==> config.mk <==
export PLATFORM = sky130hd
export DESIGN_NAME = guess_game_core
export DESIGN_NICKNAME = d
export VERILOG_FILES = /design/src/rtl/guess_game_core.sv
export SDC_FILE = /design/constraint.sdc
export NUM_CORES = 1
export LEC_CHECK = 0
export ABC_AREA = 1
export CORE_MARGIN = 2
export CORE_UTILIZATION = 40
export CTS_CLUSTER_SIZE = 14
export DETAILED_ROUTE_END_ITERATION = 7
export PLACE_DENSITY_LB_ADDON = 0.15
export SETUP_SLACK_MARGIN = 0.3
export SYNTH_ARGS = -nofsm -noshare
export SYNTH_HDL_FRONTEND = slang
export SYNTH_SLANG_ARGS = --single-unit
==> constraint.sdc <==
create_clock -name clk -period 4.1 [get_ports clk]
set_input_delay 0.615 -clock clk [delete_from_list [all_inputs] [get_ports clk]]
set_output_delay 0.615 -clock clk [all_outputs]
set_load 0.02 [all_outputs]
==> src/rtl/guess_game_core.sv <==
// rtl/guess_game_core.sv - parametrised number-guessing game engine
// Digit entry, magnitude hint, guess budget, round timer and multi-round progression.
module guess_game_core #(
  parameter  int N_DIGITS    = 3,
  parameter  int NUM_ROUNDS  = 3,
  parameter  int MAX_GUESSES = 5,
  parameter  int TIME_LIMIT  = 60,
  localparam int AW = $clog2(N_DIGITS + 1),
  localparam int TW = $clog2(TIME_LIMIT + 1),
  localparam int RW = (NUM_ROUNDS > 1) ? $clog2(NUM_ROUNDS) : 1
) (
  input  logic                  clk,
  input  logic                  rst,
  input  logic [N_DIGITS-1:0]   digit_inc,
  input  logic                  confirm,
  input  logic                  tick,
  input  logic [4*N_DIGITS-1:0] target,
  output logic [4*N_DIGITS-1:0] guess,
  output logic [AW-1:0]         active_digits,
  output logic [1:0]            hint,
  output logic [3:0]            guesses_left,
  output logic [TW-1:0]         time_left,
  output logic [RW-1:0]         round,
  output logic [2:0]            state_o,
  output logic                  win,
  output logic                  lose
);

  typedef enum logic [2:0] {
    S_IDLE      = 3'd0,
    S_PLAY      = 3'd1,
    S_CHECK     = 3'd2,
    S_ROUND_WIN = 3'd3,
    S_WIN       = 3'd4,
    S_LOSE      = 3'd5
  } state_t;

  state_t                r_state, w_state_nxt;
  logic [4*N_DIGITS-1:0] r_guess, w_guess_nxt, w_guess_inc;
  logic [1:0]            r_hint, w_hint_nxt;
  logic [RW-1:0]         r_round, w_round_nxt;
  logic [AW-1:0]         r_active, w_active_nxt;
  logic [3:0]            r_gl, w_gl_nxt, w_gl_dec;
  logic [TW-1:0]         r_time, w_time_nxt, w_time_dec;
  logic                  r_win, r_lose, w_win_nxt, w_lose_nxt;
  logic [4*N_DIGITS-1:0] w_mask, w_g, w_t;
  logic                  w_eq, w_low, w_last_round;

  // Inactive digit positions are masked so the compare sees only the digits in play.
  always_comb begin
    w_mask = '0;
    for (int i = 0; i < N_DIGITS; i++)
      if (i < int'(r_active)) w_mask[4*i +: 4] = 4'hF;
  end

  assign w_g          = r_guess & w_mask;
  assign w_t          = target & w_mask;
  assign w_eq         = (w_g == w_t);
  assign w_low        = (w_g < w_t);
  assign w_last_round = (r_round == RW'(NUM_ROUNDS - 1));

  always_comb begin
    w_state_nxt  = r_state;
    w_guess_nxt  = r_guess;
    w_hint_nxt   = r_hint;
    w_round_nxt  = r_round;
    w_active_nxt = r_active;
    w_gl_nxt     = r_gl;
    w_time_nxt   = r_time;
    w_time_dec   = (tick && r_time != '0) ? r_time - TW'(1) : r_time;
    w_gl_dec     = (r_gl != 4'd0) ? r_gl - 4'd1 : r_gl;
    w_guess_inc  = r_guess;
    for (int i = 0; i < N_DIGITS; i++)
      if (digit_inc[i] && i < int'(r_active))
        w_guess_inc[4*i +: 4] = (r_guess[4*i +: 4] >= 4'd9) ? 4'd0 : r_guess[4*i +: 4] + 4'd1;

    case (r_state)
      S_IDLE: if (confirm) w_state_nxt = S_PLAY;
      S_PLAY: begin
        w_time_nxt = w_time_dec;
        if (tick && w_time_dec == '0) w_state_nxt = S_LOSE;
        else if (confirm)             w_state_nxt = S_CHECK;
        else                          w_guess_nxt = w_guess_inc;
      end
      S_CHECK: begin
        w_time_nxt = w_time_dec;
        w_hint_nxt = w_eq ? 2'b11 : (w_low ? 2'b01 : 2'b10);
        if (w_eq) begin
          w_state_nxt = w_last_round ? S_WIN : S_ROUND_WIN;
        end else begin
          w_gl_nxt = w_gl_dec;
          if (w_gl_dec == 4'd0 || (tick && w_time_dec == '0)) w_state_nxt = S_LOSE;
          else                                                 w_state_nxt = S_PLAY;
        end
      end
      S_ROUND_WIN: if (confirm) begin
        w_state_nxt  = S_PLAY;
        w_round_nxt  = r_round + RW'(1);
        w_active_nxt = (int'(r_round) + 2 >= N_DIGITS) ? AW'(N_DIGITS) : AW'(int'(r_round) + 2);
        w_guess_nxt  = '0;
        w_hint_nxt   = 2'b00;
        w_gl_nxt     = 4'(MAX_GUESSES);
        w_time_nxt   = TW'(TIME_LIMIT);
      end
      S_WIN, S_LOSE: if (confirm) begin
        w_state_nxt  = S_IDLE;
        w_round_nxt  = '0;
        w_active_nxt = AW'(1);
        w_guess_nxt  = '0;
        w_hint_nxt   = 2'b00;
        w_gl_nxt     = 4'(MAX_GUESSES);
        w_time_nxt   = TW'(TIME_LIMIT);
      end
      default: w_state_nxt = S_IDLE;
    endcase

    w_win_nxt  = (w_state_nxt == S_WIN);
    w_lose_nxt = (w_state_nxt == S_LOSE);
  end

  always_ff @(posedge clk or negedge rst) begin
    if (!rst) begin
      r_state  <= S_IDLE;
      r_guess  <= '0;
      r_hint   <= 2'b00;
      r_round  <= '0;
      r_active <= AW'(1);
      r_gl     <= 4'(MAX_GUESSES);
      r_time   <= TW'(TIME_LIMIT);
      r_win    <= 1'b0;
      r_lose   <= 1'b0;
    end else begin
      r_state  <= w_state_nxt;
      r_guess  <= w_guess_nxt;
      r_hint   <= w_hint_nxt;
      r_round  <= w_round_nxt;
      r_active <= w_active_nxt;
      r_gl     <= w_gl_nxt;
      r_time   <= w_time_nxt;
      r_win    <= w_win_nxt;
      r_lose   <= w_lose_nxt;
    end
  end

  assign guess         = r_guess;
  assign active_digits = r_active;
  assign hint          = r_hint;
  assign guesses_left  = r_gl;
  assign time_left     = r_time;
  assign round         = r_round;
  assign state_o       = r_state;
  assign win           = r_win;
  assign lose          = r_lose;

endmodule

Word level (Yosys, flattened, before mapping)
Cells that the tools add are included.
{ "word_totals": {"output_inout_bits": 33, "elab_cells": 110, "reg_bits": 33} }
{ "op_classes": {"muxes": 38, "n_eq_ne": 18, "addsub": 7, "n_lt_le_gt_ge": 8, "bitwise_logic": 2, "reduce_logical": 26} }
{ "op_table": {"columns": ["cell", "n"], "rows": [
  ["2-to-1 mux 4 bit", 12],
  ["2-to-1 mux 12 bit", 3],
  ["greater-or-equal comparator 32 x 3 -> 1 bit, second input constant", 1],
  ["bitwise AND 12 bit", 2],
  ["one-hot mux 12 bit (2 select lines)", 1],
  ["2-to-1 mux 3 bit", 7],
  ["!= test 2 bit, second input constant", 8],
  ["AND reduction 5 bit", 3],
  ["2-to-1 mux 2 bit", 7],
  ["adder 4 x 1 -> 4 bit, second input constant", 3],
  ["equality test 12 bit", 1],
  ["equality test 3 bit, second input constant", 4],
  ["greater-or-equal comparator 4 bit, second input constant", 3],
  ["< comparator 12 bit", 1],
  ["2-to-1 mux 6 bit", 2],
  ["one-hot mux 2 bit (2 select lines)", 3],
  ["one-hot mux 3 bit (4 select lines)", 1],
  ["one-hot mux 6 bit (2 select lines)", 1],
  ["one-hot mux 4 bit (2 select lines)", 1],
  ["nonzero test 2 bit", 4],
  ["equality test 3 x 2 -> 1 bit, second input constant", 2],
  ["logical NOT 6 bit", 1],
  ["AND reduction 3 bit", 2],
  ["nonzero test 6 bit", 1],
  ["17 further kinds", 25]
]} }

Logic depth before layout (Yosys ltp)
Gate-level depths: netlist (run 1).
{ "logic_depth": {"ltp_word": 10, "mapped_depth": 14, "mapped_depth_nobuf": 14} }

Worst setup path before layout (run 1)
Ideal clock, no wire load.
{ "synth_timing": {"path_type": "register to register", "startpoint": "register r_active[0], in the netlist active_digits[0]", "endpoint": "register r_win, in the netlist win", "arrival_time_ns": 2.044, "required_time_ns": 3.978, "n_path_buf": 0, "period_less_slack_ns": 2.166, "stages_incl_launch_ff": 13, "slack_ns": 1.934, "cell_sequence": "dfstp_2 -> nand2_1 -> inv_2 -> nand2_1 -> ha_1 -> inv_1 -> nor3_1 -> and3_1 -> nand2_1 -> o22ai_1 -> nor2_1 -> nand2_1 -> nor2_1"} }
{ "synth_between": {"elab_chain_len": 7, "word_cells_on_any_way": 12, "classes_between": "order compare (3); eq/ne (2); mux (5); bitwise (2)"} }
{ "synth_rtl": {"columns": ["element", "line", "text"], "rows": [
  ["from (decl)", "42", "logic [AW-1:0] r_active, w_active_nxt;"],
  ["from (signal assigned)", "137", "r_active <= w_active_nxt;"],
  ["< comparator 1 x 2 -> 1 bit / < comparator 2 bit (equally long branches)", "53", "if (i < int'(r_active)) w_mask[4*i +: 4] = 4'hF;"],
  ["2-to-1 mux 4 bit", "53", null],
  ["bitwise AND 12 bit (on tied branches)", "56, 57", null],
  ["equality test 12 bit *", "58", "assign w_eq = (w_g == w_t);"],
  ["2-to-1 mux 3 bit *", "88", "if (w_eq) begin"],
  ["one-hot mux 3 bit (4 select lines) *", "77", "case (r_state)"],
  ["equality test 3 bit *", "117", "w_win_nxt = (w_state_nxt == S_WIN);"],
  ["via w_win_nxt", "45", "logic r_win, r_lose, w_win_nxt, w_lose_nxt;"],
  ["to (signal assigned)", "140", "r_win <= w_win_nxt;"],
  ["to (decl)", "45", null]
]} }
Mark *: on every way through the listed nets, which the timed path passes. The rest lies on a longest branch.
A chain may end at the register's enable or synchronous reset.

Final worst setup path (run 1)
{ "layout_timing": {"startpoint": "register r_active[1], in the netlist active_digits[1]", "endpoint": "register r_win, in the netlist win"} }
The elaborated chain is that of the path after synthesis.

==> results.txt, run 1 <==
Status: finished clean
Root buf cell: clkbuf_8
# setup viols final: 0
Max Buffers Root-to-Sink: 2
Busiest layer in global routing: met2
DR iter-0 viols: 117
Synthesized area per cell: 7.06 um^2
Placer congestion estimate: 0.824
Met2 usage: 29.5%
CORE AREA: 6240 um^2
LEAKAGE: 0.00163 uW
Hold buffer count at cts: 0
Starting Density: 40.6%
HPWL after DPL: 4.59 mm
Clock tree sinks: 33
H-tree depth: 2
Synth-to-layout area growth: 28.6%
Post-synth cell types: 36
Reg area: 835 um^2
Initial antenna violation count: 0
Worst skew pair latency: 0.29 ns
Via count: 2466
Worst Max-Slew Pin Slew: 0.431 ns
Slew headroom: 71.3%
Multi-input gate area: 1470 um^2
Vias in the first global route: 2349
Met1 Use GR: 25.8%
Required @ worst endpoint: 4.27 ns
Hold/Removal Path Class: flip-flop to flip-flop
Flop and latch count out of synthesis: 33
Post-synthesis sequential area ratio: 32.9%
Final Hold Viols: 0
Tcrit/Tclk final: 61.1%
Power per cell area: 780 nW/um^2
Crit end category: flip-flop
Highest Clock Rate: 399 MHz
I/O pin cnt: 52
Final #Nets: 460
Post-Syn Nets: 404
Pin count of the biggest net entering global routing: 34
Final slew viol count: 0
DR WL/cell: 12.2 um
Max IR drop VDD: 0.326 mV
# rows: 29
PortBufs: 51
# DRC: 0
First-pass DRT Iterations: 4
Post-CTS Setup Bufs: 0
Global Route Usage Sum: 18.6%
First-pass GRT wire length: 10.8 mm
Total clock buffers created by CTS: 5
Die width: 83.6 um
Total global routing overflow: 0
Final wirelength: 6.02 mm
Layout cells sized above 1: 8.89%
Post-cts sizing count: 0
Arrival time of the worst setup path: 2.68 ns
Max Cap Viol: 0
Critical Path Source Type: flip-flop
M3 GR Usage: 3.36%
TNS Setup: 0 ns
Post-route minimum period: 2.51 ns
DIE AREA: 6990 um^2
Yosys Warn Count: 0
Unrepaired setup endpoints after global routing: no
Worst-path maximum fanout: 13
Hold_ws: 0.509 ns
Post-route ant nets: 0
Reg clk slew, reported paths: 0.08 ns
ANT cells: 0
Vias per cell: 5.00
CTS tree: yes
FILL cells: 613
Die Span Y: 83.6 um
Skew final: 0.00999 ns
Worst Setup Path Type: flip-flop to flip-flop
Syn Inst Count: 359
Post-Syn Area: 2540 um^2
-- power breakdown --
group | switching [uW] | internal [uW] | total, uW | leakage [uW]
Clock | 130 | 242 | 372 | 0.0000681
Sequential | 175 | 481 | 656 | 0.000409
Combinational | 913 | 603 | 1520 | 0.00116
-- cell usage after synthesis, drive strengths merged --
library cell,instances,share of area [%]
o21a,1,0.35
ha,26,13
o211ai,2,0.59
a211oi,1,0.30
o21ai,9,1.9
nand4,14,3.5
dfstp,7,7.3
clkinv,2,0.30
nor2,53,8.7
a31oi,3,0.74
nor4,5,1.2
a21oi,11,2.3
o2111ai,1,0.35
inv,55,8.1
buf,2,0.74
and3,1,0.25
nand3,20,4.5
or2,5,1.2
nand2,98,15
o22a,1,0.35
clkbuf,1,0.15
xor2,2,0.69
dfrtp,26,26
o22ai,9,2.2
nor3,4,0.79
-- through the flow --
stage	utilization, %	instances	setup slack [ns]	instance area, um^2	power [uW]
2_1_floorplan	-	359	1.93	2540	1670
3_3_place_gp	50.1	485	1.54	3130	2150
3_5_place_dp	50.1	485	1.50	3130	2180
4_1_cts	52.3	493	1.58	3260	2570
5_1_grt	52.3	493	1.34	3260	2800
6_report	52.3	493	1.59	3260	2540
-- state kept, by name, indices dropped and copies added, names as in the netlist --
register       count
guesses_left       4
win                1
lose               1
time_left          6
hint               2
state_o            3
guess             12
active_digits      2
round              2
-- metal layers --
metal / part of all wire (%) / routed length (um)
met3: 4.1 / 249
met1: 49 / 2930
met5: 0 / 0
met4: 1.2 / 74
met2: 46 / 2760
-- worst paths after layout --
kind,from,to,slack [ns],cells after the start
setup / recovery,active_digits[1]$_DFFE_PN0P_,win$_DFF_PN0_,1.59,12
hold / removal,guess[3]$_DFFE_PN0P_,guess[3]$_DFFE_PN0P_,0.51,2
setup reg to reg,active_digits[1]$_DFFE_PN0P_,win$_DFF_PN0_,1.59,12
hold reg to reg,guess[3]$_DFFE_PN0P_,guess[3]$_DFFE_PN0P_,0.51,2
max in group asynchronous,rst,active_digits[0]$_DFFE_PN1P_,3.02,2
min in group asynchronous,rst,active_digits[1]$_DFFE_PN0P_,0.74,2
-- kinds of logic after synthesis --
logic type | Yosys count | synth area share, %
buf+inv | 60 | 9.32
flops | 33 | 32.9
xor+xnor | 2 | 0.691
fa+ha+maj | 26 | 12.8
simple gates | 200 | 35.1
compound gates | 38 | 9.13
-- cells in the final DEF, fill, tap and decap left out, drive strengths merged, types with 2 or more instances in the layout --
master	n
o22ai	9
o21ai	9
clkbuf	5
nor2	53
ha	26
dfrtp	26
nand4	14
a21oi	11
nand2	98
o211ai	2
nor3	4
clkdlybuf4s50	51
inv	55
clkinv	3
or2	5
dfstp	7
nand3	20
a31oi	3
bufinv	2
xor2	2
nor4	5
-- cell type report --
| class | count | area share (%) |
|---|---|---|
| clock buffers | 5 | 2.11 |
| repair buffers | 52 | 15.9 |
| inverters | 57 | 6.56 |
| flip-flops and latches | 33 | 25.6 |
| multi-input cells | 266 | 44.9 |
| clock inverters | 3 | 1.99 |
| well taps | 77 | 2.95 |
-- worst max-delay path, cell delays in order (launching register included) --
cell	delay (ns)
dfrtp_1	0.59
nand2_1	0.23
inv_2	0.14
nand2_1	0.06
ha_1	0.29
nand2_1	0.09
nor3_1	0.30
and3_1	0.27
nand2_1	0.10
o22ai_1	0.13
nor2_1	0.08
nand2_1	0.06
nor2_1	0.04
(Power assumes the default switching activity.)
==> run 2: changes to the inputs <==
==> constraint.sdc (replaced) <==
create_clock -name clk -period 2.5 [get_ports clk]
set_input_delay 0.375 -clock clk [delete_from_list [all_inputs] [get_ports clk]]
set_output_delay 0.375 -clock clk [all_outputs]
set_load 0.02 [all_outputs]
==> run 2 against run 1 <==
Against the previous run: register-to-register slack lost 1.2 ns; global-route usage shrank 0.44 points; setup slack got worse by 1.2 ns; sequential cell count unchanged; combinational power increased by 82%; count of clock-buffer cells in the layout up 2; non-clock buffer count up 6; clock power is 21% higher; worst hold slack worse by 0.012 ns; clock skew down 0.0041 ns; core utilization increased by 2.1 points; total power up 69%.
==> results.txt, run 2 (synthesis results as in run 1) <==
Status: finished clean
Starting Density: 40.6%
TNS Setup: 0 ns
Power per cell area: 1260 nW/um^2
First-pass DRT Iterations: 4
LEAKAGE: 0.00166 uW
Worst R2R Start: active_digits[0]$_DFFE_PN1P_
# rows: 29
Root buf cell: clkbuf_8
# DRC: 0
Post-route ant nets: 0
Synth-to-layout area growth: 33.8%
Max Cap Viol: 0
Hold/Removal Path Class: input pin to asynchronous set/reset pin
First-pass GRT wire length: 10.4 mm
R2R depth: 12
Worst skew pair latency: 0.29 ns
Die width: 83.6 um
Tcrit/Tclk final: 83.8%
Placement Setup Slack: 0.223 ns
Met2 usage: 30.0%
Highest Clock Rate: 477 MHz
Total global routing overflow: 0
Unrepaired setup endpoints after global routing: yes
# setup viols final: 0
CTS tree: yes
I/O pin cnt: 52
Seq pwr share: 25.2%
ANT cells: 0
Die Span Y: 83.6 um
Final wirelength: 6.26 mm
Commonest non-fill, non-tap cell in the layout: nand2_1
Required @ worst endpoint: 2.68 ns
R2r setup slk: 0.41 ns
Final slew viol count: 0
Switch Pwr: 2120 uW
Clock tree sinks: 33
Most frequent cells in the layout: nand2_1 (89), clkdlybuf4s50_1 (51), inv_1 (47)
M3 GR Usage: 3.46%
Vias per cell: 5.07
Slew headroom: 71.2%
DR iter-0 viols: 110
Non-filler cells, final: 499
Final #Nets: 466
Worst Max-Slew Pin Slew: 0.431 ns
Worst-path maximum fanout: 5
DIE AREA: 6990 um^2
Dpl cells: 488
Clock share of power: 10.5%
Initial antenna violation count: 0
Global Route Usage Sum: 18.1%
HPWL after DPL: 4.66 mm
Final setup margin: 0.406 ns
Power Total: 4290 uW
Reg clk slew, reported paths: 0.07 ns
Critical Path Source Type: flip-flop
Placer congestion estimate: 0.865
Total clock buffers created by CTS: 5
Crit end category: flip-flop
CORE AREA: 6240 um^2
Via count: 2531
Comb pwr share: 64.3%
DR WL/cell: 12.6 um
Max IR drop VDD: 0.606 mV
Busiest layer in global routing: met2
Net Sw Frac: 49.3%
Layout cells sized above 1: 15.4%
Max reg flops: 12
Met1 Use GR: 23.4%
Arrival time of the worst setup path: 2.27 ns
R2r endpoint: win$_DFF_PN0_
Int Pwr: 2170 uW
Post-route minimum period: 2.09 ns
Final core occ: 54.4%
Final Hold Viols: 0
Max Buffers Root-to-Sink: 2
PortBufs: 51
Pin count of the biggest net entering global routing: 34
Vias in the first global route: 2346
Skew final: 0.00585 ns
Worst Setup Path Type: flip-flop to flip-flop
H-tree depth: 2
-- run 2: timing repair --
action	CTS	global route
pin swaps	1	8
hold buffers	0	0
resized for setup	4	23
buffers inserted	0	3
endpoints found under the setup margin	1	14
-- run 2: area by class of cell --
type / instances / area [um^2]
fill: 603 / 2850
multi-input combinational: 266 / 1580
sequential: 33 / 836
timing repair buffer: 58 / 563
inverter: 57 / 219
clock buffer: 7 / 96.3
tap: 77 / 96.3
clock inverter: 1 / 5.00
-- run 2: layer usage --
metal / vias to the layer above / routed length (um)
li1: 1290 / -
met2: 58 / 3030
met1: 1170 / 2860
met5: - / 0
met4: 0 / 155
met3: 13 / 219
-- run 2: power by group through the flow --
stage          clock, uW  sequential, uW  combinational, uW
6_report             451            1080               2760
5_1_grt              488            1130               3090
4_1_cts              465            1070               2580
3_5_place_dp           0            1080               2550
3_3_place_gp           0            1080               2520
2_1_floorplan          0            1260               1480
-- run 2: stage by stage --
stage / instance area, um^2 / hold slack, ns
final: 3390 / 0.497
after floorplan: 2540 / 0.0794
after global routing: 3390 / 0.542
after CTS: 3270 / 0.508
after global placement: 3150 / 0.497
after detailed placement: 3150 / 0.492
-- run 2: critical path, cell delays in order, from the launching register on --
cell and delay [ns]:
dfstp_2 0.60, nand2_4 0.09, inv_4 0.08, nand2_1 0.06, ha_1 0.26, inv_1 0.08, nor3_4 0.21, and3_4 0.22
nand2_2 0.06, o22ai_1 0.14, nor2_1 0.08, nand2_1 0.06, nor2_1 0.04
-- run 2: how the worst max path moves through the flow --
stage / to / start / slack [ns]
after global routing: win$_DFF_PN0_ / active_digits[0]$_DFFE_PN1P_ / 0.19
after CTS: win$_DFF_PN0_ / active_digits[0]$_DFFE_PN1P_ / 0.32
after global placement: win$_DFF_PN0_ / target[3] / 0.21
after detailed placement: win$_DFF_PN0_ / target[7] / 0.22
after floorplan: win$_DFF_PN0_ / active_digits[0]$_DFFE_PN1P_ / 0.33
final: win$_DFF_PN0_ / active_digits[0]$_DFFE_PN1P_ / 0.41
==> run 3: changes to the inputs <==
==> constraint.sdc (replaced) <==
create_clock -name clk -period 2.02 [get_ports clk]
set_input_delay 0.303 -clock clk [delete_from_list [all_inputs] [get_ports clk]]
set_output_delay 0.303 -clock clk [all_outputs]
set_load 0.02 [all_outputs]
==> run 3 against run 2 <==
Against the previous run: the flow now finishes with violations (negative setup slack); core utilization rose by 8.2 points; critical path type unchanged; sequential cell count did not move; maximum frequency rose by 2.6%; largest cell class unchanged; largest power group unchanged; setup slack got worse by 0.43 ns; non-clock buffer count rose by 34.
==> results.txt, run 3 (synthesis results as in run 1) <==
Initial antenna violation count: 0
Post-route minimum period: 2.04 ns
Tcrit/Tclk final: 101%
Power per cell area: 1550 nW/um^2
Via count: 2637
Max IR drop VDD: 0.829 mV
H-tree depth: 2
DIE AREA: 6990 um^2
ANT cells: 0
Clock tree sinks: 33
Hold/Removal Path Class: input pin to asynchronous set/reset pin
Dpl cells: 510
Placement Setup Slack: -0.0835 ns
HPWL after DPL: 4.82 mm
Status: finished with violations
DP Area: 3400 um^2
Most frequent cells in the layout: nand2_1 (76), inv_1 (43), buf_4 (40)
Final wirelength: 6.90 mm
Max Buffers Root-to-Sink: 2
Worst Setup Path Type: flip-flop to flip-flop
R2r endpoint: win$_DFF_PN0_
Reg area: 838 um^2
Total global routing overflow: 0
Non-filler cells, final: 534
Vias in the first global route: 2498
Die width: 83.6 um
Slew headroom: 69.4%
CTS tree: yes
Highest Clock Rate: 490 MHz
Wire length on met2: 3.33 mm
# rows: 29
DR WL/cell: 12.9 um
Final instance area: 3900 um^2
Worst Max-Slew Pin Slew: 0.459 ns
Worst R2R Start: active_digits[0]$_DFFE_PN1P_
Multi-input gate area: 1820 um^2
Die Span Y: 83.6 um
TNS Setup: -0.0206 ns
Pin count of the biggest net entering global routing: 34
Reg clk slew, reported paths: 0.08 ns
Layout cells sized above 1: 30.9%
Hold_ws: 0.427 ns
Met3 routed WL: 286 um
Max reg flops: 12
Commonest non-fill, non-tap cell in the layout: nand2_1
Top layer in use: met4
Crit end category: flip-flop
Total clock buffers created by CTS: 5
Final #Nets: 501
# setup viols final: 1
CORE AREA: 6240 um^2
Synth-to-layout area growth: 53.9%
Final slew viol count: 0
R2r setup slk: -0.02 ns
Placer congestion estimate: 0.854
Final Hold Viols: 0
Worst-path maximum fanout: 5
Worst skew pair latency: 0.29 ns
Wl on met1: 3.16 mm
I/O pin cnt: 52
# DRC: 0
FILL cells: 543
Final setup margin: -0.0206 ns
Arrival time of the worst setup path: 2.23 ns
Root buf cell: clkbuf_8
Starting Density: 40.6%
R2R depth: 12
Hold buffer count at cts: 0
Post-route ant nets: 0
PortBufs: 51
Required @ worst endpoint: 2.21 ns
DR iter-0 viols: 90
Unrepaired setup endpoints after global routing: yes
Global Route Usage Sum: 20.1%
Critical Path Source Type: flip-flop
Vias per cell: 4.94
Failing checks: negative setup slack
Skew final: 0.00785 ns
First-pass GRT wire length: 11.4 mm
Max Cap Viol: 0
LEAKAGE: 0.00193 uW
First-pass DRT Iterations: 4
run 3: worst max-delay path: stages, from the launching register on:
cell	delay, ns
dfstp_2	0.60
nand2_4	0.11
inv_6	0.10
nand2_4	0.05
ha_4	0.28
inv_4	0.04
nor3_4	0.20
and3_4	0.24
nand2_2	0.06
o22ai_2	0.11
nor2_2	0.05
nand2_1	0.06
nor2_1	0.04
run 3: metal layers:
layer,track usage (%),vias up
li1,-,1372
met1,26.4,1194
met2,33.8,62
met3,3.17,9
met4,6.45,0
met5,0,-
run 3: worst max path at each step:
stage,start,endpoint,slack [ns]
floorplan,active_digits[0]$_DFFE_PN1P_,win$_DFF_PN0_,0.01
global route,active_digits[0]$_DFFE_PN1P_,win$_DFF_PN0_,-0.12
detailed placement,target[6],win$_DFF_PN0_,-0.08
global placement,target[7],win$_DFF_PN0_,-0.07
CTS,active_digits[0]$_DFFE_PN1P_,win$_DFF_PN0_,-0.01
finish,active_digits[0]$_DFFE_PN1P_,win$_DFF_PN0_,-0.02
run 3: power breakdown:
part / switching [uW] / total, uW / internal, uW / leakage, uW
Sequential: 269 / 1250 / 983 / 0.000406
Clock: 277 / 515 / 238 / 0.0000439
Combinational: 2430 / 4290 / 1860 / 0.00148
run 3: metrics by stage:
stage / total power [uW] / utilization (%)
2_1_floorplan: 3550 / -
3_3_place_gp: 4850 / 54.4
3_5_place_dp: 4920 / 54.4
4_1_cts: 5690 / 58.8
5_1_grt: 6600 / 62.5
6_report: 6050 / 62.5
run 3: area by class of cell:
type                    count  area share (%)
multi-input cells         267            46.6
flip-flops and latches     33            21.5
repair buffers             92            21.4
inverters                  57            5.90
well taps                  77            2.47
clock buffers               5            1.76
clock inverters             3           0.449
run 3: what timing repair did:
item	4_1_cts	5_1_grt
pin swaps	15	32
hold endpoints to repair	0	0
buffers inserted	7	8
gates cloned	1	0
resized for setup	33	46
endpoints found under the setup margin	34	29
==> RTL change, RTL diff (config.mk and constraints of run 2) <==
Put one more register stage on the output `hint`. The value now appears one clock later. The other outputs are not delayed to match.
--- a/src/rtl/guess_game_core.sv
+++ b/src/rtl/guess_game_core.sv
@@ -146,3 +146,5 @@
   assign active_digits = r_active;
-  assign hint          = r_hint;
+  always_ff @(posedge clk) begin
+    hint <= r_hint;
+  end
   assign guesses_left  = r_gl;
Formal check against the unedited RTL: not equivalent (a bounded check fails within 4 cycles, from zero or initial values and one cycle with rst low).
==> RTL change against run 2 <==
Critical path depth unchanged. Final area increased by 4.6%. Largest power group unchanged. Wire length decreased by 0.35%. Clock power decreased by 3%. Combinational power increased by 12%. Highest routed layer unchanged. Sequential share of layout area about the same. Final cell count decreased by 1.0%. Power increased by 8.2%. Core utilization increased by 1.5 points. Area after synthesis increased by 4.0%. Sequential cell count increased by 2. Worst setup slack got worse by 85 ps.
==> RTL change: results (changes against run 2) <==
stage;metric;value;unit;change
detailed_routing;drt_wl_total;6.242;mm;-0.35%
sta;tightest_slew;492.6;ps;+61.14 ps
global_routing;grt_pass1_vias;2360;;+0.60%
final_layout;num-nonclk-inverters;60;;+5.3%
final_layout;nonClkBufAreaFrac;15.66;%;-0.94 points
sta;fin_worst_hold_slack;388.8;ps;-108.4 ps
logic_synthesis;synth_xor_area_share;2.657;%;+2.0 points
floorplan;die-area;0.007259;mm^2;+3.8%
placement;hpwlAfterDp;4.638;mm;-0.54%
power;leakage;1.669;nW;+0.56%
logic_synthesis;asyncSetResetFlopFracSynth;94.29;%;-5.7 points
final_layout;layout.filler_cells;587;;-2.7%
worst_hold_path;timing.hold.worst.class;reg -> reg;;
power;power.sequential.fraction;24.2;%;-1.0 points
final_layout;layout.non_clock_buffers;57;;-1.7%
cts;ctsResizeCount;7;;+3
logic_synthesis;synth.top_cells.by_count;sky130_fd_sc_hd__nand2_1 (89), sky130_fd_sc_hd__inv_1 (56), sky130_fd_sc_hd__nor2_1 (30);;
logic_synthesis;mappedNetlistNets;399;;-1.2%
placement;place_area;0.003258;mm^2;+3.4%
status;outcome;completed;;
power;p_clk_share;9.4;%;-1.1 points
logic_synthesis;synthesis_stage_register_bit_count;35;;+6.1%
sta;final.setup_skew;7.922;ps;+2.071 ps
placement;finalWeightedCongestion;0.7910;;-8.6%
setup_path;critPathMaxFanout;4;;-1
global_routing;grtUsageTotal;17.69;%;-0.43 points
power;switching_power;0.002337;W;+10%
final_layout;final_net_count;461;;-1.1%
final_layout;clock_cell_area_share;2.574;%;-0.41 points
logic_synthesis;yosysSeqAreaShare;33.16;%;+0.25 points
logic_synthesis;synth_compound_area_share;11.57;%;+2.4 points
power;power.density_cell_area;1308;mW/mm^2;+3.5%
logic_synthesis;synth_fa_ha_area_share;12.33;%;-0.49 points
final_layout;num-multi-input-gates;257;;-3.4%
global_routing;grt_first_pass_wirelength;10.41;mm;-0.19%
final_layout;sh_seq_area;24.65;%;about the same
logic_synthesis;synth_top_cell_area_share;24.67;%;-0.99 points
setup_path;register_to_register_path_setup_slack;320;ps;-80 ps
## RTL change: cell count changes after synthesis, sizes merged, moves of 5 or more
cell          run 2  this run
nand4            14         4
inv              55        60
xor2              2         8
nor2             53        39
nand3            20        29
nor4              5         0
o21ai             9        25
## RTL change: per-stage QoR
step	utilization, %	worst slack [ps]	cells
detailed placement	51.31	132.3	483
finish	55.88	321.1	494
global placement	51.31	202.8	483
CTS	53.06	319.9	491
floorplan	-	347.0	354
global route	55.88	188.5	494
## RTL change: worst max-delay path by stage
| stage | endpoint | slack (ps) | depth (start not counted) |
|---|---|---|---|
| global placement | win | 200 | 11 |
| detailed placement | win | 130 | 11 |
| global route | win | 190 | 12 |
| finish | win | 320 | 12 |
| floorplan | win | 350 | 12 |
| CTS | win | 320 | 12 |
## RTL change: per-layer routing
metal | track usage, % | up-vias | wire, um
li1 | - | 1259 | -
met1 | 22.67 | 1129 | 2804
met2 | 29.33 | 55 | 3054
met3 | 4.086 | 12 | 265
met4 | 6.061 | 0 | 118
met5 | 0 | - | 0
